<file path="src/rtl/micro_sequencer_if.sv">
// Control bundle between the SAP microsequencer and its datapath: run/step/opcode in,
// T-state ring, one-hot-per-step control word and status out.
interface micro_sequencer_if #(
    parameter int COUNT_W = 8
) ();
    logic               run;
    logic               step;
    logic [3:0]         opcode;
    logic [5:0]         t;
    logic               ep;
    logic               cp;
    logic               lp;
    logic               lm;
    logic               epr;
    logic               li;
    logic               ei;
    logic               la;
    logic               ea;
    logic               lb;
    logic               ev;
    logic               n;
    logic               lo;
    logic               running;
    logic               halted;
    logic               illegal;
    logic [COUNT_W-1:0] instr_count;

    modport master (
        input  run, step, opcode,
        output t, ep, cp, lp, lm, epr, li, ei, la, ea, lb, ev, n, lo,
        output running, halted, illegal, instr_count
    );

    modport slave (
        output run, step, opcode,
        input  t, ep, cp, lp, lm, epr, li, ei, la, ea, lb, ev, n, lo,
        input  running, halted, illegal, instr_count
    );
endinterface

</file>
<file path="src/rtl/micro_sequencer.sv">
// Registered microsequencer for the 8-bit SAP CPU: T-state ring, Moore control-word decode,
// run/single-step control, halt, optional early instruction end and retired-instruction count.
module micro_sequencer #(
    parameter bit EARLY_END = 1'b1,
    parameter int COUNT_W   = 8
) (
    input  logic              clk,
    input  logic              reset,
    micro_sequencer_if.master bus
);
    typedef enum logic [1:0] {S_IDLE, S_ACTIVE, S_HALT} state_t;

    localparam logic [3:0] OP_LDA = 4'b0000;
    localparam logic [3:0] OP_ADD = 4'b0001;
    localparam logic [3:0] OP_SUB = 4'b0010;
    localparam logic [3:0] OP_JMP = 4'b0011;
    localparam logic [3:0] OP_OUT = 4'b1110;
    localparam logic [3:0] OP_HLT = 4'b1111;

    // Control word bit order: {ep, cp, lp, lm, epr, li, ei, la, ea, lb, ev, n, lo}
    localparam logic [12:0] C_EP  = 13'h1000;
    localparam logic [12:0] C_CP  = 13'h0800;
    localparam logic [12:0] C_LP  = 13'h0400;
    localparam logic [12:0] C_LM  = 13'h0200;
    localparam logic [12:0] C_EPR = 13'h0100;
    localparam logic [12:0] C_LI  = 13'h0080;
    localparam logic [12:0] C_EI  = 13'h0040;
    localparam logic [12:0] C_LA  = 13'h0020;
    localparam logic [12:0] C_EA  = 13'h0010;
    localparam logic [12:0] C_LB  = 13'h0008;
    localparam logic [12:0] C_EV  = 13'h0004;
    localparam logic [12:0] C_N   = 13'h0002;
    localparam logic [12:0] C_LO  = 13'h0001;

    state_t             state_q;
    logic [2:0]         step_q;
    logic [5:0]         t_q;
    logic [COUNT_W-1:0] count_q;
    logic               illegal_q;
    logic               running_q;
    logic               halted_q;
    logic               at_last;
    logic [12:0]        ctl;

    function automatic logic [2:0] last_step(input logic [3:0] op);
        case (op)
            OP_LDA:         return 3'd4;
            OP_ADD, OP_SUB: return 3'd5;
            default:        return 3'd3;
        endcase
    endfunction

    function automatic logic is_defined(input logic [3:0] op);
        return (op == OP_LDA) || (op == OP_ADD) || (op == OP_SUB) ||
               (op == OP_JMP) || (op == OP_OUT) || (op == OP_HLT);
    endfunction

    // last_step() never returns below 3, so a stale opcode during fetch cannot end early
    assign at_last = EARLY_END ? (step_q == last_step(bus.opcode)) : (step_q == 3'd5);

    always_ff @(posedge clk) begin
        if (reset) begin
            state_q   <= S_IDLE;
            step_q    <= 3'd0;
            t_q       <= 6'd0;
            count_q   <= '0;
            illegal_q <= 1'b0;
            running_q <= 1'b0;
            halted_q  <= 1'b0;
        end else begin
            case (state_q)
                S_IDLE: begin
                    if (bus.run || bus.step) begin
                        state_q   <= S_ACTIVE;
                        step_q    <= 3'd0;
                        t_q       <= 6'b000001;
                        running_q <= 1'b1;
                    end
                end
                S_ACTIVE: begin
                    if (step_q == 3'd3 && !is_defined(bus.opcode))
                        illegal_q <= 1'b1;
                    if (step_q == 3'd3 && bus.opcode == OP_HLT) begin
                        state_q   <= S_HALT;
                        step_q    <= 3'd0;
                        t_q       <= 6'd0;
                        running_q <= 1'b0;
                        halted_q  <= 1'b1;
                    end else if (at_last) begin
                        count_q <= count_q + COUNT_W'(1);
                        step_q  <= 3'd0;
                        if (bus.run) begin
                            t_q <= 6'b000001;
                        end else begin
                            state_q   <= S_IDLE;
                            t_q       <= 6'd0;
                            running_q <= 1'b0;
                        end
                    end else begin
                        step_q <= step_q + 3'd1;
                        t_q    <= {t_q[4:0], 1'b0};
                    end
                end
                S_HALT: ;
                default: begin
                    state_q   <= S_IDLE;
                    t_q       <= 6'd0;
                    running_q <= 1'b0;
                end
            endcase
        end
    end

    always_comb begin
        ctl = '0;
        if (state_q == S_ACTIVE) begin
            case (step_q)
                3'd0: ctl = C_EP | C_LM;
                3'd1: ctl = C_CP;
                3'd2: ctl = C_EPR | C_LI;
                3'd3: begin
                    case (bus.opcode)
                        OP_LDA, OP_ADD, OP_SUB: ctl = C_EI | C_LM;
                        OP_JMP:                 ctl = C_EI | C_LP;
                        OP_OUT:                 ctl = C_EA | C_LO;
                        default:                ctl = '0;
                    endcase
                end
                3'd4: begin
                    case (bus.opcode)
                        OP_LDA:  ctl = C_EPR | C_LA;
                        OP_ADD:  ctl = C_EPR | C_LB;
                        OP_SUB:  ctl = C_EPR | C_LB | C_N;
                        default: ctl = '0;
                    endcase
                end
                3'd5: begin
                    case (bus.opcode)
                        OP_ADD:  ctl = C_EV | C_LA;
                        OP_SUB:  ctl = C_EV | C_LA | C_N;
                        default: ctl = '0;
                    endcase
                end
                default: ctl = '0;
            endcase
        end
    end

    assign {bus.ep, bus.cp, bus.lp, bus.lm, bus.epr, bus.li, bus.ei,
            bus.la, bus.ea, bus.lb, bus.ev, bus.n, bus.lo} = ctl;
    assign bus.t           = t_q;
    assign bus.running     = running_q;
    assign bus.halted      = halted_q;
    assign bus.illegal     = illegal_q;
    assign bus.instr_count = count_q;
endmodule

</file>
<file path="src/flat_wrapper.sv">
// flat-port wrapper written by rule: the top's interface ports become plain ports
module micro_sequencer_flat 
#(
    parameter bit EARLY_END = 1'b1,
    parameter int COUNT_W   = 8
)
  (clk, reset, bus_run, bus_step, bus_opcode, bus_t, bus_ep, bus_cp, bus_lp, bus_lm, bus_epr, bus_li, bus_ei, bus_la, bus_ea, bus_lb, bus_ev, bus_n, bus_lo, bus_running, bus_halted, bus_illegal, bus_instr_count);
  micro_sequencer_if #(.COUNT_W(COUNT_W)) bus_i ();
  input  logic clk;
  input  logic reset;
  input wire logic [$bits(bus_i.run)-1:0] bus_run;
  input wire logic [$bits(bus_i.step)-1:0] bus_step;
  input wire logic [$bits(bus_i.opcode)-1:0] bus_opcode;
  output wire logic [$bits(bus_i.t)-1:0] bus_t;
  output wire logic [$bits(bus_i.ep)-1:0] bus_ep;
  output wire logic [$bits(bus_i.cp)-1:0] bus_cp;
  output wire logic [$bits(bus_i.lp)-1:0] bus_lp;
  output wire logic [$bits(bus_i.lm)-1:0] bus_lm;
  output wire logic [$bits(bus_i.epr)-1:0] bus_epr;
  output wire logic [$bits(bus_i.li)-1:0] bus_li;
  output wire logic [$bits(bus_i.ei)-1:0] bus_ei;
  output wire logic [$bits(bus_i.la)-1:0] bus_la;
  output wire logic [$bits(bus_i.ea)-1:0] bus_ea;
  output wire logic [$bits(bus_i.lb)-1:0] bus_lb;
  output wire logic [$bits(bus_i.ev)-1:0] bus_ev;
  output wire logic [$bits(bus_i.n)-1:0] bus_n;
  output wire logic [$bits(bus_i.lo)-1:0] bus_lo;
  output wire logic [$bits(bus_i.running)-1:0] bus_running;
  output wire logic [$bits(bus_i.halted)-1:0] bus_halted;
  output wire logic [$bits(bus_i.illegal)-1:0] bus_illegal;
  output wire logic [$bits(bus_i.instr_count)-1:0] bus_instr_count;
  assign bus_i.run = bus_run;
  assign bus_i.step = bus_step;
  assign bus_i.opcode = bus_opcode;
  assign bus_t = bus_i.t;
  assign bus_ep = bus_i.ep;
  assign bus_cp = bus_i.cp;
  assign bus_lp = bus_i.lp;
  assign bus_lm = bus_i.lm;
  assign bus_epr = bus_i.epr;
  assign bus_li = bus_i.li;
  assign bus_ei = bus_i.ei;
  assign bus_la = bus_i.la;
  assign bus_ea = bus_i.ea;
  assign bus_lb = bus_i.lb;
  assign bus_ev = bus_i.ev;
  assign bus_n = bus_i.n;
  assign bus_lo = bus_i.lo;
  assign bus_running = bus_i.running;
  assign bus_halted = bus_i.halted;
  assign bus_illegal = bus_i.illegal;
  assign bus_instr_count = bus_i.instr_count;
  micro_sequencer #(.EARLY_END(EARLY_END), .COUNT_W(COUNT_W)) u_core (.clk(clk), .reset(reset), .bus(bus_i));
endmodule
</file>
<file path="config.mk">
export PLATFORM = sky130hd
export DESIGN_NAME = micro_sequencer_flat
export DESIGN_NICKNAME = d
export VERILOG_FILES = /design/src/rtl/micro_sequencer_if.sv /design/src/rtl/micro_sequencer.sv /design/src/flat_wrapper.sv
export SDC_FILE = /design/constraint.sdc
export NUM_CORES = 1
export LEC_CHECK = 0
export BUFFER_PORTS_ARGS = -buffer_cell sky130_fd_sc_hd__buf_2
export CAP_MARGIN = 20
export CORE_AREA = 5 5 63 65
export CTS_CLUSTER_DIAMETER = 80
export DETAILED_ROUTE_END_ITERATION = 8
export DIE_AREA = 0 0 68 70
export GPL_TIMING_DRIVEN = 1
export PLACE_DENSITY = 0.69
export SYNTH_ARGS = -nofsm -noshare
export SYNTH_HDL_FRONTEND = slang
export SYNTH_SLANG_ARGS = --single-unit
</file>
<file path="constraint.sdc">
create_clock -name clk -period 3.1 [get_ports clk]
set_clock_uncertainty 0.1 [all_clocks]
set_input_delay 0.93 -clock clk [delete_from_list [all_inputs] [get_ports clk]]
set_output_delay 0.93 -clock clk [all_outputs]
set_load 0.02 [all_outputs]
</file>
# After elaboration in Yosys (flattened, before gate mapping)

Cells that the tools add are included.

Input port bits: 8
Word-level logic and storage cells: 73
Bits in registers: 22

Equal/unequal tests: 16
Add/subtract/negate cells: 2
Bitwise gates (word level): 2
Reduce and logical (&&, ||, !) cells: 21
Multiplexer cells: 25

Operators by type and width:

| operator            | count |
|---|---|
| $pmux 13 s6         | 1 |
| $pmux 11 s3         | 1 |
| $pmux 9 s3          | 1 |
| $mux 6              | 3 |
| $pmux 6 s3          | 1 |
| $mux 13             | 1 |
| $pmux 3 s2          | 2 |
| $pmux 6 s2          | 1 |
| $mux 3              | 3 |
| $add 8x1->8 const B | 1 |
| $eq 4x2->1 const B  | 2 |
| $eq 4x4->1 const B  | 2 |
| $mux 2              | 4 |
| $reduce_and 2->1    | 4 |
| $eq 3x2->1 const B  | 2 |
| $eq 3x3->1 const B  | 2 |
| $logic_or 1x1->1    | 6 |
| $pmux 2 s3          | 1 |
| $mux 1              | 5 |
| $eq 4x1->1 const B  | 1 |
| $logic_not 4->1     | 1 |
| $reduce_and 4->1    | 1 |
| $add 3x1->3 const B | 1 |
| $eq 3x1->1 const B  | 1 |
| 16 further kinds    | 18 |

# Longest topological paths before layout

Gate-level depths: netlist (run 1).

Word-level depth: 9
Depth in mapped cells: 8
Depth with buffers taken out: 7

# Worst setup path before layout (run 1)

Ideal clock, no wire load.

Path kind: input to output
From: in bus_opcode[1]
To: out bus_lo
Arrival time: 2.034 ns
Cell stages on the path: 4
Slack: 0.036 ns
Cell sequence: clkbuf_1 nand3_1 nor3_1 buf_4

Longest elaborated chain between the ends: 5
Elaborated cells between the ends (all ways): 9

RTL lines:

| item                                     | RTL line               | text |
|---|---|---|
| start, declared                          | flat_wrapper.sv:13     | `input wire logic [$bits(bus_i.opcode)-1:0] bus_opcode;` |
| $eq 4x2->1, or another cell as far along | micro_sequencer.sv:122 | `case (bus.opcode)` |
| $reduce_or 3->1                          | micro_sequencer.sv:122 |  |
| $pmux 11 s3 (*)                          | micro_sequencer.sv:122 |  |
| $pmux 13 s6 (*)                          | micro_sequencer.sv:117 | `case (step_q)` |
| $mux 13 (*)                              | micro_sequencer.sv:116 | `if (state_q == S_ACTIVE) begin` |
| end, declared                            | flat_wrapper.sv:27     | `output wire logic [$bits(bus_i.lo)-1:0] bus_lo;` |

Every way passes the cells marked *; elsewhere a longest branch is shown, timed or not.

# Worst setup path in the final report (run 1)

From: in bus_opcode[3]
To: out bus_ev

Longest elaborated chain between the ends: 4
Elaborated cells between the ends (all ways): 5

RTL lines:

| item                                            | RTL line               | text |
|---|---|---|
| $eq 4x2->1 / $eq 4x1->1 (equally long branches) | micro_sequencer.sv:138 | `case (bus.opcode)` |
| $pmux 6 s2 (*)                                  | micro_sequencer.sv:138 |  |
| $pmux 13 s6 (*)                                 | micro_sequencer.sv:117 |  |
| $mux 13 (*)                                     | micro_sequencer.sv:116 |  |
| end, declared                                   | flat_wrapper.sv:25     | `output wire logic [$bits(bus_i.ev)-1:0] bus_ev;` |

Marks and branches as above.

==> results.toml, run 1 <==
[drt]
routed_wl_mm = 2.80
drt-vias-per-instance = 4.98
antenna_left = 0
route.met2.wl_mm = 1.24
top_layer_used = "met4"
drc = 0
num_vias = 1180
dr.pass1.iters = 4
drt_iter0_drc = 46
drt-met1-wl_mm = 1.31
dr_wl_met3_um = 198
wl_per_cell_um = 11.8

[floorplanning]
core_um2 = 3280
ios = 38
chipHeight_um = 70
num_rows = 21
die_w_um = 68
fp.dieArea_um2 = 4760
start_util_pct = 36.7

[yosys]
synth.distinct_cells = 36
yosysTopAreaCell = "dfxtp_1"
synth_cells = 152
avgSynthCellArea_um2 = 7.93
synth.area.top_cells = "dfxtp_1, nor2_1, ha_1, mux2_2, nand2_1"
ys_seq_area_share_pct = 34.9
ys_seq_elements = 21
yosysWarnings = 0
synth.top_cell.area_share_pct = 34.9
synth_nets = 166
netlist_area_um2 = 1200

[global_routing]
overflow = 0
grt_usage_pct = 12.1
antenna_found_initial = 0
grt_pass1_vias = 1077
grt_pass1_wl_mm = 4.69
grt_max_degree = 25

[clock_network]
post_cts_buffers = 0
htree_levels = 1
path_clk_slew_ns = 0.12
root_buffer = "clkbuf_4"
ctsHoldBuffers = 0
cts_tree = "built"
numCtsBuffers = 3
clockBufferDepth = 2
clock_sinks = 21
clk_latency_ns = 0.31

[placement]
place_area_um2 = 1450
numPlacedInstances = 233
routabilityCongestion = 0.750
io_buffers = 37
hpwl_mm = 2.15

[sta]
setup-tns-final_ns = 0
max-slew-margin-rel_pct = 60.2
slew_viol_final = 0
final.min_clock_period_ns = 3.05
clock.fmax_mhz = 328
hold_violations = 0
worst_pin_slew_ns = 0.593
setup_viol = 0
rsz0062_at_grt = "false"
period_share_pct = 98.4

[setup_path]
critPathCaptureType = "output pin"
critical_path_class = "input pin to output pin"
crit_fanout = 5
start_kind = "input pin"
arrival_ns = 2.02
cp.required_ns = 2.07

[power]
p_leak_nw = 0.649
ir_drop_uv = 264
powerDensity_nw_per_um2 = 325

[cells_and_area]
final_cells = 237
n_antenna_cell = 0
layout_commonest_cell = "buf_2"
final_nets = 206
areaGrowthSynthToFinish_pct = 23.5
design_area_um2 = 1490
drive_above_1_share_pct = 28.8
post-route-util_pct = 45.3
fill_cells = 348
final_cell_mix = "buf_2, nor2_1, dfxtp_1, nand2_1, a21oi_1"

[min_path]
hold_class = "flip-flop to flip-flop"

[status]
status = "finished, final reports clean"

[flow_run]
cap_violations = 0
[what timing repair did]
action                                 4_1_cts  5_1_grt
endpoints found under the hold margin        0        0
gates resized for setup                      0        3
setup endpoints to repair                    0        3
[worst paths after layout]
kind                     start                   endpoint  slack [ns]  cells past startpoint
min reg2reg  u_core.bus.halted          u_core.bus.halted        0.38                      2
max              bus_opcode[3]                     bus_ev        0.05                      5
min          u_core.bus.halted          u_core.bus.halted        0.38                      2
max reg2reg   u_core.step_q[1]  u_core.bus.instr_count[6]        0.64                      5
[critical path, cell delays in order]
cell and delay, ns:
buf_2 0.12, or4b_4 0.56, nor2_2 0.11, and3_1 0.15, buf_2 0.16
[through the flow]
stage	power, mW	hold WS [ns]	worst slack, ns
after detailed placement	0.357	0.353	0.0260
after CTS	0.490	0.383	0.0582
after global routing	0.511	0.409	0.0190
after floorplan	0.330	0.374	0.0363
after global placement	0.358	0.350	0.0617
final	0.484	0.377	0.0492
[cells in the mapped netlist, drive strengths merged]
cell type,n
o21bai,2
or4b,2
o21ai,8
o41ai,1
nor3,7
nor2,25
a211oi,3
nor4,3
and2,1
ha,6
a21oi,8
nand3,4
and3,5
a31oi,2
mux2,4
mux2i,1
xnor2,1
nand2b,1
dfxtp,21
o32a,1
o211ai,1
buf,3
nand2,12
or3,2
or3b,1
clkbuf,4
nand3b,3
a32oi,5
nor2b,6
nand4,2
inv,6
xor2,1
[area by class of cell]
cell class / count / area (um^2) / share of cell area [%]
timing repair buffer: 42 / 223 / 15.0
sequential: 21 / 420 / 28.3
multi-input combinational: 118 / 737 / 49.5
tap: 46 / 57.6 / 3.87
clock buffer: 3 / 22.5 / 1.51
clock inverter: 1 / 5.00 / 0.336
inverter: 6 / 22.5 / 1.51
[state kept, by name (all words and copies together) (netlist names)]
name	flops
u_core.bus.illegal	1
u_core.state_q	1
u_core.step_q	3
u_core.bus.t	6
u_core.bus.running	1
u_core.bus.halted	1
u_core.bus.instr_count	8
[cell families after synthesis]
group	after synthesis	synth area share [%]
buffers and inverters	13	4.98
AND/OR/NAND/NOR	74	31.3
flip-flops	21	34.9
multiplexers	5	4.57
XOR/XNOR	2	1.45
adder cells (fa/ha/maj)	6	6.23
AO/OA/AOI/OAI	31	16.6
[where the power goes]
| group | switching, mW | internal (mW) |
|---|---|---|
| registers | 0.00551 | 0.274 |
| clock network | 0.0835 | 0.0482 |
| logic | 0.0469 | 0.0260 |
| total | 0.136 | 0.348 |
[per-layer routing]
layer | vias to the layer above | global-route usage [%]
met5 | - | 0
met4 | 0 | 4.86
met3 | 5 | 2.88
met2 | 32 | 18.6
met1 | 520 | 15.8
li1 | 623 | -
Note: power is estimated with default switching activity, not from simulation.
==> run 2: changes to the inputs <==
--- a/config.mk
+++ b/config.mk
@@ -7,12 +7,13 @@
 export LEC_CHECK = 0
 export BUFFER_PORTS_ARGS = -buffer_cell sky130_fd_sc_hd__buf_2
 export CAP_MARGIN = 20
-export CORE_AREA = 5 5 63 65
+export CORE_AREA = 5 5 55 57
+export CTS_BUF_LIST = sky130_fd_sc_hd__clkbuf_4 sky130_fd_sc_hd__clkbuf_8
 export CTS_CLUSTER_DIAMETER = 80
 export DETAILED_ROUTE_END_ITERATION = 8
-export DIE_AREA = 0 0 68 70
+export DIE_AREA = 0 0 60 62
 export GPL_TIMING_DRIVEN = 1
-export PLACE_DENSITY = 0.69
+export PLACE_DENSITY = 0.86
 export SYNTH_ARGS = -nofsm -noshare
 export SYNTH_HDL_FRONTEND = slang
 export SYNTH_SLANG_ARGS = --single-unit
==> results.toml, run 2 (synthesis gave the netlist of run 1 again) <==
[status]
status = "finished, final reports clean"

[sta]
period_share_pct = 97.9
final.min_clock_period_ns = 3.04
fin_ws_ns = 0.0643
hold_violations = 0
worst_pin_slew_ns = 0.542
rsz0062_at_grt = "false"
slew_viol_final = 0
clock.fmax_mhz = 329
setup_viol = 0
max-slew-margin-rel_pct = 63.6

[flow_run]
cap_violations = 0

[clock_network]
clk_latency_ns = 0.30
clockBufferDepth = 2
postCtsResizedCells = 0
htree_levels = 1
root_buffer = "clkbuf_4"
clock_sinks = 21
ctsHoldBuffers = 0
numCtsBuffers = 3
post_cts_buffers = 0
path_clk_slew_ns = 0.11
cts_tree = "built"

[setup_path]
cp.required_ns = 2.07
start_kind = "input pin"
critPathCaptureType = "output pin"
crit_fanout = 5
critical_path_class = "input pin to output pin"
arrival_ns = 2.01

[global_routing]
grt_max_degree = 25
overflow = 0
grt_pass1_wl_mm = 4.73
antenna_found_initial = 0
grt_usage_pct = 16.8
grt_pass1_vias = 1108

[cells_and_area]
layout_commonest_cell = "buf_2"
n_antenna_cell = 0
design_area_um2 = 1470
final_nets = 207
final_cell_mix = "buf_2, nor2_1, dfxtp_1, nand2_1, a21oi_1"
final_cells = 222
drive_above_1_share_pct = 28.1
largest_register_ffs = 8
areaGrowthSynthToFinish_pct = 21.8

[floorplanning]
die_w_um = 60
start_util_pct = 49.5
ios = 38
num_rows = 18
chipHeight_um = 62
fp.dieArea_um2 = 3720
core_um2 = 2430

[drt]
dr.pass1.iters = 4
top_layer_used = "met4"
drt-met1-wl_mm = 1.26
dr_wl_met3_um = 214
wl_per_cell_um = 13.1
antenna_left = 0
drt_iter0_drc = 53
route.met2.wl_mm = 1.38
routed_wl_mm = 2.91
num_vias = 1237
drt-vias-per-instance = 5.57
drc = 0

[placement]
place_area_um2 = 1440
pre_cts_ws_ns = -0.0216
numPlacedInstances = 218
io_buffers = 37
routabilityCongestion = 0.835
hpwl_mm = 2.23

[power]
p_leak_nw = 0.654
powerDensity_nw_per_um2 = 335
ir_drop_uv = 318

[min_path]
hold_class = "flip-flop to flip-flop"
[run 2: cell types whose count changed in the layout (fill, tap and decap cells not counted)]
cell,before,now
a211oi_1,2,3
a211oi_2,1,0
buf_4,5,6
clkbuf_4,3,4
clkinv_2,1,0
nor3_1,6,7
nor3_2,1,0
[run 2: power by group]
group	total, mW	leakage [nW]	switching, mW	internal, mW
combinational	0.0736	0.465	0.0471	0.0265
sequential	0.279	0.170	0.00547	0.274
clock	0.138	0.0184	0.0792	0.0589
total	0.491	0.654	0.132	0.359
[run 2: cell type report]
| cell class | count | area (um^2) |
|---|---|---|
| multi-input combinational | 118 | 727 |
| clock buffer | 4 | 30.0 |
| sequential | 21 | 420 |
| inverter | 6 | 22.5 |
| timing repair buffer | 43 | 230 |
| fill | 226 | 965 |
| tap | 30 | 37.5 |
[run 2: path summary, 6_finish.rpt]
| check | from | endpoint | slack, ns | cells after the start |
|---|---|---|---|---|
| setup / recovery | bus_opcode[3] | bus_lb | 0.06 | 5 |
| hold / removal | u_core.bus.halted | u_core.bus.halted | 0.38 | 2 |
| setup reg to reg | u_core.step_q[1] | u_core.bus.instr_count[6] | 0.64 | 5 |
| hold reg to reg | u_core.bus.halted | u_core.bus.halted | 0.38 | 2 |
[run 2: routing by layer]
layer,global-route usage (%),vias up
li1,-,625
met5,0,-
met2,26.9,41
met3,3.31,5
met4,8.86,0
met1,21.6,566
[run 2: critical path, cell delays in order]
cell,delay (ns)
buf_2,0.11
or4b_4,0.55
nor2_2,0.11
and3_1,0.15
buf_2,0.16
[run 2: through the flow]
stage / power [mW] / hold WS, ns / util [%] / setup TNS [ns]
after floorplan: 0.330 / 0.374 / - / 0
after global placement: 0.356 / 0.351 / 59.0 / 0
final: 0.491 / 0.376 / 60.3 / 0
after CTS: 0.496 / 0.386 / 60.2 / 0
after detailed placement: 0.358 / 0.361 / 59.0 / -0.0216
after global routing: 0.517 / 0.436 / 60.3 / 0
==> run 3: changes to the inputs <==
--- a/config.mk
+++ b/config.mk
@@ -7,13 +7,13 @@
 export LEC_CHECK = 0
 export BUFFER_PORTS_ARGS = -buffer_cell sky130_fd_sc_hd__buf_2
 export CAP_MARGIN = 20
-export CORE_AREA = 5 5 55 57
-export CTS_BUF_LIST = sky130_fd_sc_hd__clkbuf_4 sky130_fd_sc_hd__clkbuf_8
+export CORE_AREA = 5 5 57 59
+export CTS_BUF_LIST = sky130_fd_sc_hd__clkbuf_8
 export CTS_CLUSTER_DIAMETER = 80
 export DETAILED_ROUTE_END_ITERATION = 8
-export DIE_AREA = 0 0 60 62
+export DIE_AREA = 0 0 62 64
 export GPL_TIMING_DRIVEN = 1
-export PLACE_DENSITY = 0.86
+export PLACE_DENSITY = 0.84
 export SYNTH_ARGS = -nofsm -noshare
 export SYNTH_HDL_FRONTEND = slang
 export SYNTH_SLANG_ARGS = --single-unit
==> constraint.sdc (replaced) <==
create_clock -name clk -period 2.75 [get_ports clk]
set_clock_uncertainty 0.1 [all_clocks]
set_input_delay 0.825 -clock clk [delete_from_list [all_inputs] [get_ports clk]]
set_output_delay 0.825 -clock clk [all_outputs]
set_load 0.02 [all_outputs]
==> results.toml, run 3 (synthesis gave the netlist of run 1 again) <==
[cells_and_area]
drive_above_1_share_pct = 36.5
seq_area_um2 = 423
final_nets = 212
final_cells = 228
n_antenna_cell = 0
multiInputGateArea_um2 = 781
layout_commonest_cell = "buf_2"
fill_cells = 250
final_cell_mix = "buf_2, nor2_1, dfxtp_1, nand2_1, buf_4"
largest_register_ffs = 8
areaGrowthSynthToFinish_pct = 34.6

[sta]
final.min_clock_period_ns = 2.81
clock.fmax_mhz = 356
worst_pin_slew_ns = 0.578
slew_viol_final = 0
setup_viol = 2
hold_violations = 0
finalHoldWorstSlack_ns = 0.388
period_share_pct = 102
fin_ws_ns = -0.0566
max-slew-margin-rel_pct = 61.2
rsz0062_at_grt = "true"

[clock_network]
clk_latency_ns = 0.26
clock_sinks = 21
numCtsBuffers = 3
path_clk_slew_ns = 0.08
clockBufferDepth = 2
cts_tree = "built"
ctsHoldBuffers = 0
root_buffer = "clkbuf_8"
htree_levels = 1

[drt]
dr.pass1.iters = 4
antenna_left = 0
num_vias = 1234
drt_iter0_drc = 36
drt-met1-wl_mm = 1.34
top_layer_used = "met4"
routed_wl_mm = 2.96
dr_wl_met3_um = 180
drt-vias-per-instance = 5.41
route.met2.wl_mm = 1.42
wl_per_cell_um = 13.0
drc = 0

[power]
p_switching_mw = 0.164
ir_drop_uv = 385
p_leak_nw = 0.696
p_seq_share_pct = 51.5
powerDensity_nw_per_um2 = 378
clkPwrFrac_pct = 32.7
p_comb_share_pct = 15.8
p_int_mw = 0.449
sw_frac_of_total_pct = 26.8

[setup_path]
start_kind = "input pin"
path_buf_inv = 2
crit_family = "simple AND/OR/NAND/NOR gates"
slowest_stage = "or4b_4"
r2r_cells = 5
worstPathCellList = "buf_6, or4b_4, nor2_4, and3_4, buf_6"
cp.depth = 5
crit_fanout = 5
slowest_delay_ns = 0.56
critPathCaptureType = "output pin"
arrival_ns = 1.88
critical_path_class = "input pin to output pin"
worst_path_most_repeated_cell = "buf_6"
cp.required_ns = 1.83

[global_routing]
grt_max_degree = 25
grt_pass1_wl_mm = 4.91
overflow = 0
antenna_found_initial = 0
grt_usage_pct = 15.6
grt_pass1_vias = 1105

[placement]
routabilityCongestion = 0.806
io_buffers = 37
numPlacedInstances = 223
hpwl_mm = 2.20

[floorplanning]
chipHeight_um = 64
die_w_um = 62
fp.dieArea_um2 = 3970
num_rows = 19
start_util_pct = 45.3
core_um2 = 2660
ios = 38

[min_path]
hold_class = "flip-flop to flip-flop"
holdPathStages = 2

[flow_run]
cap_violations = 0

[status]
status = "finished, violations left"
violations = "negative setup slack"
-- run 3: repair_timing --
item,4_1_cts,5_1_grt
resized for setup,7,14
gates cloned,0,0
hold endpoints to repair,0,0
pin swaps,0,4
buffers inserted,0,1
endpoints found under the setup margin,5,10
-- run 3: worst min-delay path, stage by stage, from the launching register on --
cell	delay (ns)
dfxtp_1	0.33
a32oi_1	0.05
nor2_1	0.08
-- run 3: path summary, 6_finish.rpt --
path                            slack, ns              from                         to
worst min register to register       0.39   u_core.bus.t[5]            u_core.bus.t[5]
worst max register to register       0.35  u_core.step_q[2]  u_core.bus.instr_count[5]
worst min-delay path                 0.39   u_core.bus.t[5]            u_core.bus.t[5]
worst max-delay path                -0.06     bus_opcode[2]                     bus_lb
-- run 3: layer usage --
layer,GRT usage (%),up-vias
li1,-,633
met1,22.0,565
met2,23.4,34
met3,3.42,2
met4,4.51,0
met5,0,-
-- run 3: layout make-up --
| type | count | share of cell area, % |
|---|---|---|
| Tap cell | 31 | 2.39 |
| Multi-Input combinational cell | 118 | 48.1 |
| Inverter | 6 | 1.39 |
| Sequential cell | 21 | 26.1 |
| Clock inverter | 1 | 0.309 |
| Timing Repair Buffer | 48 | 19.1 |
| Clock buffer | 3 | 2.55 |
-- run 3: per-stage QoR --
step	power [mW]	instance area, um^2	setup WS [ns]	TNS, ns	utilization, %
global route	0.638	1620	-0.0761	-0.221	60.9
CTS	0.612	1570	-0.0279	-0.0912	59.0
finish	0.613	1620	-0.0566	-0.101	60.9
floorplan	0.373	1230	-0.0826	-0.187	-
global placement	0.410	1500	-0.150	-0.734	56.3
detailed placement	0.411	1500	-0.202	-1.04	56.3
-- run 3: power groups by stage --
stage | Clock [mW] | Combinational, mW | Sequential (mW)
floorplan | 0 | 0.0492 | 0.324
global placement | 0 | 0.0885 | 0.322
detailed placement | 0 | 0.0888 | 0.322
CTS | 0.206 | 0.0915 | 0.315
global route | 0.215 | 0.106 | 0.316
finish | 0.200 | 0.0971 | 0.315
